File: config.mk
export PLATFORM = sky130hd
export DESIGN_NAME = mux_7_to_1
export DESIGN_NICKNAME = d
export VERILOG_FILES = /design/src/rtl/mux_pkg.sv /design/src/rtl/mux_7_to_1_core.sv /design/src/rtl/mux_7_to_1.sv
export SDC_FILE = /design/constraint.sdc
export NUM_CORES = 1
export LEC_CHECK = 0
export BUFFER_PORTS_ARGS = -buffer_cell sky130_fd_sc_hd__buf_2
export CAP_MARGIN = 0
export CELL_PAD_IN_SITES_DETAIL_PLACEMENT = 2
export CELL_PAD_IN_SITES_GLOBAL_PLACEMENT = 2
export CORE_AREA = 3 3 40 42
export CTS_CLUSTER_DIAMETER = 200
export DETAILED_ROUTE_END_ITERATION = 12
export DIE_AREA = 0 0 43 45
export PLACE_DENSITY = 0.49
export SLEW_MARGIN = 20
export SYNTH_ARGS = -nofsm -noshare
export SYNTH_HDL_FRONTEND = slang
export SYNTH_SLANG_ARGS = --single-unit
File: constraint.sdc
create_clock -name clk -period 0.8 [get_ports clk]
set_input_delay 0.16 -clock clk [delete_from_list [all_inputs] [get_ports clk]]
set_output_delay 0.16 -clock clk [all_outputs]
set_load 0.1 [all_outputs]
File: src/rtl/mux_pkg.sv
// Shared constants and types for the 7-lane selector.
package mux_pkg;
  localparam int unsigned NUM_LANES   = 7;
  localparam int unsigned SEL_W       = 3;
  localparam logic [SEL_W-1:0] SEL_ILLEGAL = 3'd7;

  typedef logic [SEL_W-1:0] sel_t;
endpackage

File: src/rtl/mux_7_to_1_core.sv
// Combinational 7:1 lane select with illegal-code detect; zero latency, no backpressure.
module mux_7_to_1_core
  import mux_pkg::*;
#(
  parameter int unsigned WIDTH = 1
) (
  input  logic [NUM_LANES*WIDTH-1:0] in,
  input  logic [SEL_W-1:0]           sel,
  output logic [WIDTH-1:0]           out,
  output logic                       sel_err
);

  sel_t sel_s;
  assign sel_s = sel;

  // Illegal code drives zeros rather than X so downstream logic stays clean.
  always_comb begin
    out     = '0;
    sel_err = 1'b0;
    case (sel_s)
      3'd0:    out = in[0*WIDTH +: WIDTH];
      3'd1:    out = in[1*WIDTH +: WIDTH];
      3'd2:    out = in[2*WIDTH +: WIDTH];
      3'd3:    out = in[3*WIDTH +: WIDTH];
      3'd4:    out = in[4*WIDTH +: WIDTH];
      3'd5:    out = in[5*WIDTH +: WIDTH];
      3'd6:    out = in[6*WIDTH +: WIDTH];
      default: sel_err = 1'b1;
    endcase
  end

endmodule

File: src/rtl/mux_7_to_1.sv
// Registered 7:1 lane selector; 1-cycle latency when REG_OUT=1, else combinational.
// No handshake: in/sel are sampled every cycle, nothing can stall it.
module mux_7_to_1
  import mux_pkg::*;
#(
  parameter int unsigned WIDTH   = 1,
  parameter bit          REG_OUT = 1'b1
) (
  input  logic                       clk,
  input  logic                       rst_n,
  input  logic [NUM_LANES*WIDTH-1:0] in,
  input  logic [SEL_W-1:0]           sel,
  output logic [WIDTH-1:0]           out,
  output logic                       sel_err
);

  logic [WIDTH-1:0] out_d;
  logic             err_d;

  mux_7_to_1_core #(
    .WIDTH(WIDTH)
  ) u_core (
    .in      (in),
    .sel     (sel),
    .out     (out_d),
    .sel_err (err_d)
  );

  generate
    if (REG_OUT) begin : g_reg
      logic [WIDTH-1:0] out_q;
      logic             err_q;

      always_ff @(posedge clk or negedge rst_n) begin
        if (!rst_n) begin
          out_q <= '0;
          err_q <= 1'b0;
        end else begin
          out_q <= out_d;
          err_q <= err_d;
        end
      end

      assign out     = out_q;
      assign sel_err = err_q;
    end else begin : g_comb
      assign out     = out_d;
      assign sel_err = err_d;
    end
  endgenerate

endmodule

==> impl_results.md <==
- Yosys top cell by area: dfrtp_1
- Worst Slack Setup Final: -0.2235 ns
- CP Max Fanout: 1
- Syn avg cell area: 14.23 sq um
- Num rows: 13
- Leak pwr: 0.1449 nW
- Crit path arrival time: 0.86 ns
- Final hold vios: 0
- Final setup viols: 3
- Routed length on met2: 219 um
- Clk slew on worst S/H paths: 0.03 ns
- M1 WL: 136 um
- Count leader, synth: dfrtp_1
- Worst slew pin tran: 0.1786 ns
- CTS root buf: clkbuf_4
- Setup crit end kind: output pin
- Routed length on met3: 92 um
- Hold crit path type: input pin to register
- Area Overhead vs Synth: 168.1%
- Async S/R FF share, synth: 100.0%
- Die area: 1935 sq um
- Cell area after synthesis: 113.9 sq um
- Sequential fraction of the synthesis area: 43.96%
- Tcrit/Tclk final: 127.9%
- Overall Power: 520.1 uW
- Synth area leaders: dfrtp_1 (44%), mux4_2 (20%), mux2_2 (9.9%)
- Gp weighted congestion: 0.6700
- Slew Limit Fails: 0
- GR Overflow Total: 0
- Chip height: 45 um
- Critical Path, Cell by Cell: buf_12
- Post-DRT Antenna Nets: 0
- CTS Buf Count: 3
- CP Class: register to output pin
- Dpl cell area: 232.7 sq um
- GRT Total Usage: 6.000%
- # clock sinks: 2
- Buf/Inv on CP: 1
- Global-route wire length before repair: 731 um
- Fmax: 0.9770 GHz
- Core area: 1285 sq um
- CTS tree: built
- CP startpoint kind: register
- H-tree depth: 1
- Largest net degree at the start of global routing: 5
- Vias in the first global route: 184
- 1st-iter DRT viols: 0
- Post-layout minimum cycle time: 1.024 ns
- Yosys warns: 0
- Setup TNS: -0.4517 ns
- Antenna violations before repair: 0
- CP Launch Point: sel_err$_DFF_PN0_
- RSZ-0062 raised after global routing: yes
- Headroom to the max-slew limit: 87.96%
- Cell variety after synth: 7
- Layout fillers: 145
- Share of cells above drive strength 1: 84.62%
- Post-synth EDFFs: 0
- Pwr/cell area: 1704 nW/um^2
- # diodes: 0
- Drt drc: 0
- Initial core utilization: 8.861%
- DRT Pass-1 Iters: 1
- WL/cell: 10.93 um
- Die width: 43 um
- Slowest CP cell: dfrtp_4
- Cell area after layout: 305.3 sq um
- Worst path depth: 1
- Worst hold slack: 0.2216 ns
- I/O pin count: 14
- Pre-CTS WS: -0.3545 ns
- Kind of cell adding the most delay to the critical path: flip-flops
- CTS Buffer Depth: 2
- Failing checks: negative setup slack
- Highest metal used: met3
- #FFs+latches synth: 2
- Drt total wl: 448 um
- Maximum Capacitance Violations: 0
- Vias: 149
- Primary FF master, synth: dfrtp_1
- Syn nets: 20
- Required @ worst endpoint: 0.64 ns
- Status: finished with violations
- IO buf count: 13
- Critical Path Max Stage Delay: 0.47 ns
- Fin nets: 40
- Cells after synthesis: 8
- CP endpoint: sel_err
- DR vias/cell: 3.634
- Share of the synthesized area in the top cell type: 43.96%
- Max rail drop VDD: 392.2 uV
[cell type report]
class | instances | area [sq um] | area share [%]
multi-input cells | 6 | 67.56 | 22.13
well taps | 15 | 18.77 | 6.148
repair buffers | 15 | 141.4 | 46.31
flip-flops and latches | 2 | 55.05 | 18.03
clock buffers | 3 | 22.52 | 7.377
[routing by layer]
metal  global-route usage, %  up-vias
met5                       0        -
met4                   5.422        0
met3                   5.976        0
met2                   8.683       14
met1                   4.589       67
li1                        -       68
[kinds of logic (layout without fill, tap and decap cells)]
family                 Yosys count  in the layout  share of synthesized area [%]
buffers and inverters            0             18                              0
AOI/OAI and AO/OA                1              1                          4.391
DFF                              2              2                          43.96
muxes                            3              3                          38.46
and+or+nand+nor                  2              2                          13.19
[placed cells by master (no fill, tap or decap), types with 2 or more instances in the layout]
cell	n
buf_12	2
clkbuf_4	3
buf_2	7
buf_6	3
[registers in the layout, summed over array words and instances, names as in the netlist]
register  flops
out           1
sel_err       1
[how the worst min path moves through the flow]
stage	slack [ns]	depth (start not counted)	startpoint	end
after global placement	-0.05	1	rst_n	sel_err$_DFF_PN0_
after global routing	0.22	2	sel[1]	out$_DFF_PN0_
after detailed placement	-0.05	1	rst_n	sel_err$_DFF_PN0_
after floorplan	-0.14	0	rst_n	out$_DFF_PN0_
after CTS	0.20	2	sel[1]	out$_DFF_PN0_
final	0.22	2	sel[1]	out$_DFF_PN0_
[stage by stage]
stage / cells / util (%)
after floorplan: 8 / -
after global placement: 36 / 18.11
after detailed placement: 36 / 18.11
after CTS: 41 / 22.78
after global routing: 41 / 23.76
final: 41 / 23.76
[power breakdown]
group          leakage, nW  internal [mW]  total (mW)  switching [mW]
clock               0.0138          0.166       0.223          0.0574
combinational        0.108         0.0917       0.178          0.0866
sequential          0.0227          0.112       0.119         0.00655
total                0.145          0.370       0.520           0.151
[repair_timing]
action | 4_1_cts | 5_1_grt
setup endpoints to repair | 3 | 3
pin swaps | 0 | 0
hold endpoints to repair | 2 | 0
hold buffers | 1 | 0
resized for setup | 5 | 2
buffers inserted | 1 | 0
Note: power is estimated with default switching activity, not from simulation.
